===== src/rtl/ysyx_22040895_ifu_pkg.sv =====
// Shared constants, FSM state encoding and buffer entry type for the
// instruction fetch unit (ysyx_22040895_ifu and its FIFO).
package ysyx_22040895_ifu_pkg;

   localparam logic [63:0] ysyx_22040895_RESET_PC = 64'h8000_0000;

   localparam int OpCodeLength = 7;
   localparam int func3Length  = 3;
   localparam int func7Length  = 7;

   typedef enum logic [1:0] {
      S_IDLE = 2'd0,
      S_REQ  = 2'd1,
      S_WAIT = 2'd2,
      S_DROP = 2'd3
   } ifu_state_e;

   typedef struct packed {
      logic [63:0] pc;
      logic [31:0] inst;
   } ifu_entry_t;

endpackage


===== src/rtl/ysyx_22040895_ifu_fifo.sv =====
// Instruction buffer: {pc,inst} FIFO with wrap-around pointers, sync flush.
// Ports: push_i/data_i, pop_i/data_o (head), empty_o, count_o, flush_i.
module ysyx_22040895_ifu_fifo
   import ysyx_22040895_ifu_pkg::*;
#(
   parameter int DEPTH = 2
) (
   input  logic                   clk,
   input  logic                   rst,
   input  logic                   flush_i,
   input  logic                   push_i,
   input  ifu_entry_t             data_i,
   input  logic                   pop_i,
   output ifu_entry_t             data_o,
   output logic                   empty_o,
   output logic [$clog2(DEPTH):0] count_o
);

   localparam int AW = $clog2(DEPTH);
   localparam int CW = AW + 1;

   ifu_entry_t    mem_q [DEPTH];
   logic [AW-1:0] wr_q;
   logic [AW-1:0] rd_q;
   logic [CW-1:0] cnt_q;
   logic          full;
   logic          do_push;
   logic          do_pop;

   assign full    = (cnt_q == CW'(DEPTH));
   assign empty_o = (cnt_q == '0);
   assign do_push = push_i & ~full;
   assign do_pop  = pop_i & ~empty_o;

   always_ff @(posedge clk or negedge rst) begin
      if (!rst) begin
         wr_q  <= '0;
         rd_q  <= '0;
         cnt_q <= '0;
         for (int i = 0; i < DEPTH; i++) begin
            mem_q[i] <= '0;
         end
      end else if (flush_i) begin
         wr_q  <= '0;
         rd_q  <= '0;
         cnt_q <= '0;
      end else begin
         if (do_push) begin
            mem_q[wr_q] <= data_i;
            wr_q        <= wr_q + 1'b1;
         end
         if (do_pop) begin
            rd_q <= rd_q + 1'b1;
         end
         cnt_q <= cnt_q + CW'(do_push) - CW'(do_pop);
      end
   end

   assign data_o  = mem_q[rd_q];
   assign count_o = cnt_q;

endmodule


===== src/rtl/ysyx_22040895_ifu.sv =====
// Instruction fetch: PC, imem req/rsp FSM, instruction buffer, redirect.
// Ports: redirect_*, imem_req_*, imem_rsp_*, inst_*/pc_o/opcode/func3/func7.
// Macro YSYX_22040895_IFU_MISALIGN_CHK_EN adds exc_misalign_o and blocks
// fetch after a misaligned redirect; otherwise target bits [1:0] are zeroed.
module ysyx_22040895_ifu
   import ysyx_22040895_ifu_pkg::*;
#(
   parameter logic [63:0] RESET_PC  = ysyx_22040895_RESET_PC,
   parameter int          BUF_DEPTH = 2
) (
   input  logic                    clk,
   input  logic                    rst,
   input  logic                    redirect_i,
   input  logic [63:0]             redirect_pc_i,
   output logic                    imem_req_valid_o,
   input  logic                    imem_req_ready_i,
   output logic [63:0]             imem_req_addr_o,
   input  logic                    imem_rsp_valid_i,
   input  logic [31:0]             imem_rsp_data_i,
   output logic                    inst_valid_o,
   input  logic                    inst_ready_i,
   output logic [31:0]             inst_o,
   output logic [63:0]             pc_o,
   output logic [OpCodeLength-1:0] opcode_o,
   output logic [func3Length-1:0]  func3_o,
   output logic [func7Length-1:0]  func7_o
`ifdef YSYX_22040895_IFU_MISALIGN_CHK_EN
   ,
   output logic                    exc_misalign_o
`endif
);

   localparam int CW = $clog2(BUF_DEPTH) + 1;

   ifu_state_e    state_q;
   logic [63:0]   pc_q;
   logic [63:0]   req_pc_q;
   logic [63:0]   addr_q;
   logic          req_valid_q;
   logic          misalign_q;

   logic [63:0]   tgt;
   logic          tgt_bad;
   logic          hs;
   logic          credit;
   logic          push;
   logic          pop;
   logic          empty;
   logic [CW-1:0] count;
   logic [CW-1:0] used;
   ifu_entry_t    head;
   ifu_entry_t    push_ent;

`ifdef YSYX_22040895_IFU_MISALIGN_CHK_EN
   assign tgt     = redirect_pc_i;
   assign tgt_bad = |redirect_pc_i[1:0];
`else
   assign tgt     = {redirect_pc_i[63:2], 2'b00};
   assign tgt_bad = 1'b0;
`endif

   assign hs = req_valid_q & imem_req_ready_i;

   // Buffered entries plus the one in flight must leave room.
   assign used   = count + CW'(state_q == S_WAIT);
   assign credit = ~misalign_q & (used < CW'(BUF_DEPTH));

   assign push = (state_q == S_WAIT) & imem_rsp_valid_i & ~redirect_i;
   assign pop  = inst_valid_o & inst_ready_i;

   assign push_ent.pc   = req_pc_q;
   assign push_ent.inst = imem_rsp_data_i;

   always_ff @(posedge clk or negedge rst) begin
      if (!rst) begin
         state_q     <= S_IDLE;
         pc_q        <= RESET_PC;
         req_pc_q    <= '0;
         addr_q      <= '0;
         req_valid_q <= 1'b0;
         misalign_q  <= 1'b0;
      end else if (redirect_i) begin
         pc_q       <= tgt;
         misalign_q <= tgt_bad;
         unique case (state_q)
            S_IDLE, S_REQ: begin
               if (hs) begin
                  // accepted request now belongs to the old path
                  state_q     <= S_DROP;
                  req_valid_q <= 1'b0;
               end else if (tgt_bad) begin
                  state_q     <= S_IDLE;
                  req_valid_q <= 1'b0;
               end else begin
                  state_q     <= S_REQ;
                  req_valid_q <= 1'b1;
                  addr_q      <= tgt;
               end
            end
            default: begin
               state_q     <= imem_rsp_valid_i ? S_IDLE : S_DROP;
               req_valid_q <= 1'b0;
            end
         endcase
      end else begin
         unique case (state_q)
            S_IDLE: begin
               if (credit) begin
                  state_q     <= S_REQ;
                  req_valid_q <= 1'b1;
                  addr_q      <= pc_q;
               end
            end
            S_REQ: begin
               if (hs) begin
                  req_pc_q    <= pc_q;
                  pc_q        <= pc_q + 64'd4;
                  state_q     <= S_WAIT;
                  req_valid_q <= 1'b0;
               end
            end
            S_WAIT: begin
               if (imem_rsp_valid_i) begin
                  if (credit) begin
                     state_q     <= S_REQ;
                     req_valid_q <= 1'b1;
                     addr_q      <= pc_q;
                  end else begin
                     state_q <= S_IDLE;
                  end
               end
            end
            S_DROP: begin
               if (imem_rsp_valid_i) begin
                  state_q <= S_IDLE;
               end
            end
            default: state_q <= S_IDLE;
         endcase
      end
   end

   ysyx_22040895_ifu_fifo #(
      .DEPTH (BUF_DEPTH)
   ) u_fifo (
      .clk     (clk),
      .rst     (rst),
      .flush_i (redirect_i),
      .push_i  (push),
      .data_i  (push_ent),
      .pop_i   (pop),
      .data_o  (head),
      .empty_o (empty),
      .count_o (count)
   );

   assign imem_req_valid_o = req_valid_q;
   assign imem_req_addr_o  = addr_q;
   assign inst_valid_o     = ~empty;
   assign inst_o           = head.inst;
   assign pc_o             = head.pc;
   assign opcode_o         = head.inst[6:0];
   assign func3_o          = head.inst[14:12];
   assign func7_o          = head.inst[31:25];

`ifdef YSYX_22040895_IFU_MISALIGN_CHK_EN
   assign exc_misalign_o = misalign_q;
`endif

endmodule


===== config.mk =====
export PLATFORM = sky130hd
export DESIGN_NAME = ysyx_22040895_ifu
export DESIGN_NICKNAME = d
export VERILOG_FILES = /design/src/rtl/ysyx_22040895_ifu_pkg.sv /design/src/rtl/ysyx_22040895_ifu_fifo.sv /design/src/rtl/ysyx_22040895_ifu.sv
export SDC_FILE = /design/constraint.sdc
export NUM_CORES = 1
export LEC_CHECK = 0
export ABC_AREA = 1
export CORE_ASPECT_RATIO = 0.75
export CORE_MARGIN = 1.5
export CORE_UTILIZATION = 59
export DETAILED_ROUTE_END_ITERATION = 12
export PLACE_DENSITY = 0.83
export SYNTH_ARGS = -nofsm -noshare
export SYNTH_HDL_FRONTEND = slang
export SYNTH_SLANG_ARGS = --single-unit

===== constraint.sdc =====
create_clock -name clk -period 2.61 [get_ports clk]
set_input_delay 0.261 -clock clk [delete_from_list [all_inputs] [get_ports clk]]
set_output_delay 0.261 -clock clk [all_outputs]
set_load 0.02 [all_outputs]

# [Yosys cells after proc, flatten, opt, wreduce, memory -nomap -nowiden]
# Cells that the tools add are included.
[totals] in_bits=102 wordCells=96 output_inout_bits=179 ff_bits=391
[op_classes] n_reduce_logical=16 muxes=37 n_addsub=6 n_lt_le_gt_ge=4 eq_ne=10 bitwise_logic=11
[op_table] operator="$mux 64" count=8
[op_table] operator="$mux 96" count=4
[op_table] operator="$bwmux 192" count=1
[op_table] operator="$pmux 64 s2" count=1
[op_table] operator="$demux 96 s1" count=1
[op_table] operator="$add 64x3->64 const B" count=1
[op_table] operator="$mux 2" count=9
[op_table] operator="$ne 3x3->1 const B" count=4
[op_table] operator="$mux 1" count=11
[op_table] operator="$pmux 2 s4" count=1
[op_table] operator="$reduce_and 4->1" count=2
[op_table] operator="$reduce_bool 2->1" count=4
[op_table] operator="$and 1x1->1" count=6
[op_table] operator="$eq 2x2->1 const B" count=3
[op_table] operator="$reduce_and 3->1" count=2
[op_table] operator="$add 2x1->2" count=2
[op_table] operator="$ge 2x2->1 const B" count=2
[op_table] operator="$logic_not 2->1" count=2
[op_table] operator="$not 1->2" count=2
[op_table] operator="$reduce_and 2->1" count=2
[op_table] operator="$reduce_bool 4->1" count=1
[op_table] operator="$not 1->1" count=3
[op_table] operator="$pmux 1 s3" count=1
[op_table] operator="$reduce_bool 3->1" count=1
[op_table] operator="9 further kinds" count=10

# [Logic depth before layout (Yosys ltp)]
[logic_depth] depth_word=7 depth_mapped=12 mapped_depth_nobuf=12

# [Cells and area by module]
# From an unflattened synthesis, not the netlist that was laid out.
[unflattened] cells_unflattened=2565 area_unflattened_um2=19424.9
[by_module_without_submodules] mod="ysyx_22040895_ifu" cells_per_inst=1369 area_each_um2=10188.5 seq_area_each_um2=4755.8 n_inst=1
[by_module_without_submodules] mod="ysyx_22040895_ifu_fifo" cells_per_inst=1196 area_each_um2=9236.4 seq_area_each_um2=4904.7 n_inst=1

# [Least setup slack after synthesis]
# Ideal clock, no wire load.
[synth_path] kind="register -> register" startpoint="reg pc_q[3]" endpoint="reg pc_q[62]" setup_time_ns=0.117 required_ns=2.493 path_buffers=0 arrival_time_ns=1.494 stages_incl_launch_ff=11 synth_period_minus_slack_ns=1.611 slack_ns=0.999 path_cell_list="dfrtp_1 ha_1 nand3_1 nor2_2 nand3_2 nor2_2 nand2_1 o21ai_0 nand2_1 nand2_1 nand2_1"
[synth_via] elab_chain_len=4
[synth_lines] item="start, declared" line="ysyx_22040895_ifu.sv:36" rtl="logic [63:0] pc_q;"
[synth_lines] item="start signal, assigned" line="ysyx_22040895_ifu.sv:83" rtl="pc_q <= tgt;"
[synth_lines] item="start signal, assigned" line="ysyx_22040895_ifu.sv:117" rtl="pc_q <= pc_q + 64'd4;"
[synth_lines] item="$add 64x3->64" line="ysyx_22040895_ifu.sv:117"
[synth_lines] item="$mux 64" line="ysyx_22040895_ifu.sv:115" rtl="if (hs) begin"
[synth_lines] item="$mux 64" line="ysyx_22040895_ifu.sv:106" rtl="unique case (state_q)"
[synth_lines] item="$mux 64" line="ysyx_22040895_ifu.sv:82" rtl="end else if (redirect_i) begin"
# No other way between the ends. The select of a mux whose other input is x is not followed.
# A chain may end at the register's enable or synchronous reset.

# [Worst setup path after layout]
[layout_path] startpoint="reg u_fifo.rd_q" endpoint="out inst_o[31]"
[layout_via] elab_chain_len=4
[layout_lines] item="start, declared" line="ysyx_22040895_ifu_fifo.sv:24" rtl="logic [AW-1:0] rd_q;"
[layout_lines] item="start signal, assigned" line="ysyx_22040895_ifu_fifo.sv:53" rtl="rd_q <= rd_q + 1'b1;"
[layout_lines] item="$not 1->2 (implied by the code)" line="ysyx_22040895_ifu_fifo.sv:59" rtl="assign data_o = mem_q[rd_q];"
[layout_lines] item="$mux 96 (implied by the code) (3 in a row)" line="ysyx_22040895_ifu_fifo.sv:59"
[layout_lines] item="end, declared" line="ysyx_22040895_ifu.sv:22" rtl="output logic [31:0] inst_o,"
# No other way between the ends. The select of a mux whose other input is x is not followed.

==> flow_summary.yaml <==
logic_synthesis:
  synth_edf_count: 0
  yosysSeqAreaShare_pct: 51.9
  synthArstFlopShare_pct: 100
  ys_top_cells_by_count: "nand2_1 (980), dfrtp_1 (381), o21ai_0 (210)"
  syn_area_um2: 18400
  yosysUniqueCellTypes: 44
  yosys_warnings: 0
  synth_area_leaders: "dfrtp_1 (52%), nand2_1 (20%), o21ai_0 (5.7%)"
  synth_top_area_share_pct: 51.8
  yosysMostFrequentCell: "nand2_1"
  ys.flop_type: "dfrtp_1"
  synth_top_area_cell: "dfrtp_1"
  syn_avg_cell_area_um2: 7.76
  ys_seq_elements: 382
  syn-instance-count: 2372
setup_path:
  cp_max_fo: 94
  timing.rr.end: "u_fifo.mem_q[3]$_DFFE_PN0P_"
  start_kind: "flip-flop"
  reg2regPathDepth: 7
  cp_data_required_time_ns: 2.35
  endpoint_kind: "output port"
  reg2reg_slack_ns: 0.40
  arrival_ns: 2.25
  crit_type: "reg2out"
  reg2reg_from: "state_q[0]$_DFFE_PN0P_"
finish:
  fillers: 2227
  drive_above_1_share_pct: 6.26
  area.sequential_um2: 9560
  finish.utilization_pct: 74.4
  design_area_um2: 22600
  fin_cells: 3018
  area_delta_synth_final_pct: 22.9
  multiInputGateArea_um2: 7320
  final_nets: 2694
sta:
  setup_violations: 0
  rsz0062_at_grt: "no"
  min_period_ns: 2.51
  slew_violations: 0
  tightest_slew_ns: 0.827
  slew-limit-headroom_pct: 44.8
  fin_skew_ns: 0.0159
  fmax_ghz: 0.398
  hold_viol: 0
  setup_tns_ns: 0
  fin_crit_sh_pct: 96.3
detailed_routing:
  antenna_left: 0
  drc: 0
  num_vias: 16900
  dr.pass1.iters: 5
  wl_per_cell_um: 18.2
  finalWirelength_mm: 55.0
  via_per_inst: 5.58
  drt_iter0_markers: 1835
pwr:
  ir_drop_uv: 768
  total_power_mw: 27.1
  power_leakage_nw: 11.0
  power_density_nw_per_um2: 1200
grt:
  grt_max_degree: 120
  grt_usage_pct: 34.1
  antenna_found_initial: 2
  grt_pass1_wl_mm: 87.1
  grt_overflow_total: 0
  grt_pass1_vias: 16200
clock_network:
  clk_path_buf_depth: 3
  clkTransAtPathRegs_ns: 0.06
  clk_root_buffer_cell: "clkbuf_16"
  cts_tree: "done"
  h-tree-depth: 2
  clock-sinks: 382
  cts_setup_buffers: 0
  cts-buffers-inserted: 38
  clk-insertion-delay-late_ns: 0.54
run:
  cap_violations: 0
die:
  core_um2: 30400
  num_rows: 55
  die-area_um2: 32300
  dieWidth_um: 207
  die_height_um: 156
  io-pin-count: 281
  start_util_pct: 60.5
place:
  dp_hpwl_mm: 37.7
  place_area_um2: 21300
  placed_cells: 2947
  gp_congestion: 0.938
  numPortBuffers: 276
worst_hold_path:
  hold_depth: 4
  min_path_type: "in2reg"
  worstHoldStart: "redirect_i"
  min_to: "u_fifo.rd_q$_DFFE_PN0P_"
status:
  status: "complete, no violations"
metrics by stage:
stage | setup slack (ns) | hold slack (ns)
floorplan | 0.999 | -0.0346
global placement | 0.247 | 0.355
detailed placement | 0.206 | 0.366
CTS | 0.0673 | 0.165
global route | 0.0348 | 0.209
finish | 0.0954 | 0.177
cells by family (layout without fill, tap and decap cells):
| kind of cell | after synthesis | after routing | synth area share, % |
|---|---|---|---|
| simple gates | 1252 | 1252 | 26.8 |
| flops | 382 | 382 | 51.9 |
| xor+xnor | 3 | 3 | 0.143 |
| other cells | 1 | 3 | 0.0204 |
| buf+inv | 326 | 571 | 8.50 |
| compound gates | 400 | 400 | 12.1 |
| fa+ha+maj | 3 | 3 | 0.204 |
| mux | 5 | 5 | 0.279 |
where the power goes:
part / switching [mW] / total [mW] / internal (mW)
combinational: 6.78 / 11.3 / 4.52
clock: 2.37 / 5.72 / 3.35
sequential: 1.66 / 10.1 / 8.41
flip-flops by register name, indices dropped and copies added, names as in the netlist:
signal and cells:
state_q 2, req_pc_q 62, imem_req_valid_o 1, imem_req_addr_o 63, u_fifo.rd_q 1, pc_q 62, u_fifo.mem_q 188, u_fifo.wr_q 1
u_fifo.count_o 2
routing by layer:
| metal | track usage, % | vias to the layer above | wire length (um) |
|---|---|---|---|
| li1 | - | 7897 | - |
| met1 | 50.4 | 8054 | 24700 |
| met2 | 50.8 | 819 | 23600 |
| met3 | 7.65 | 79 | 5540 |
| met4 | 9.11 | 2 | 1200 |
| met5 | 0 | - | 13 |
area by class of cell:
type | instances | area share, %
Antenna cell | 1 | 0.0111
Clock buffer | 56 | 5.04
Clock inverter | 13 | 0.752
Inverter | 191 | 3.19
Multi-Input combinational cell | 1665 | 32.3
Sequential cell | 382 | 42.2
Tap cell | 399 | 2.21
Timing Repair Buffer | 311 | 14.2
cell usage in the layout, fill, tap and decap left out, drive strengths merged, types with 3 or more instances in the layout:
cell           synthesis  layout
nor2                 165     165
mux2i                  4       4
nand2                986     986
ha                     3       3
dfrtp                381     381
a22oi                 16      16
buf                   86      36
nand4                 17      17
a31oi                 10      10
o211ai                 6       6
nand3                 65      65
bufinv                 0       3
clkdlybuf4s50          0     274
o21ai                344     344
o21bai                 3       3
clkinv                 2       9
clkbuf                49      56
inv                  189     192
a21oi                 18      18
nor3                  13      13
what timing repair did:
| item | 4_1_cts | 5_1_grt |
|---|---|---|
| setup endpoints to repair | 0 | 4 |
| hold buffers | 1 | 0 |
| gates resized for setup | 0 | 1 |
| hold endpoints to repair | 83 | 0 |
worst max path at each step:
stage,start,endpoint,cells after the start
5_1_grt,u_fifo.rd_q$_DFFE_PN0P_,pc_o[30],5
6_report,u_fifo.rd_q$_DFFE_PN0P_,inst_o[31],4
4_1_cts,u_fifo.rd_q$_DFFE_PN0P_,func7_o[3],5
3_5_place_dp,imem_rsp_valid_i,u_fifo.mem_q[5]$_DFFE_PN0P_,7
3_3_place_gp,imem_rsp_valid_i,u_fifo.mem_q[2]$_DFFE_PN0P_,7
2_1_floorplan,pc_q[3]$_DFFE_PN0P_,pc_q[62]$_DFFE_PN0P_,10
critical path, cell delays in order (launching register included):
cell and delay, ns:
dfrtp_2 0.39, buf_12 0.35, nand2_1 0.10, nand2_1 0.17
clkdlybuf4s50_1 0.63
No activity file was read; power rests on OpenSTA's default activity.
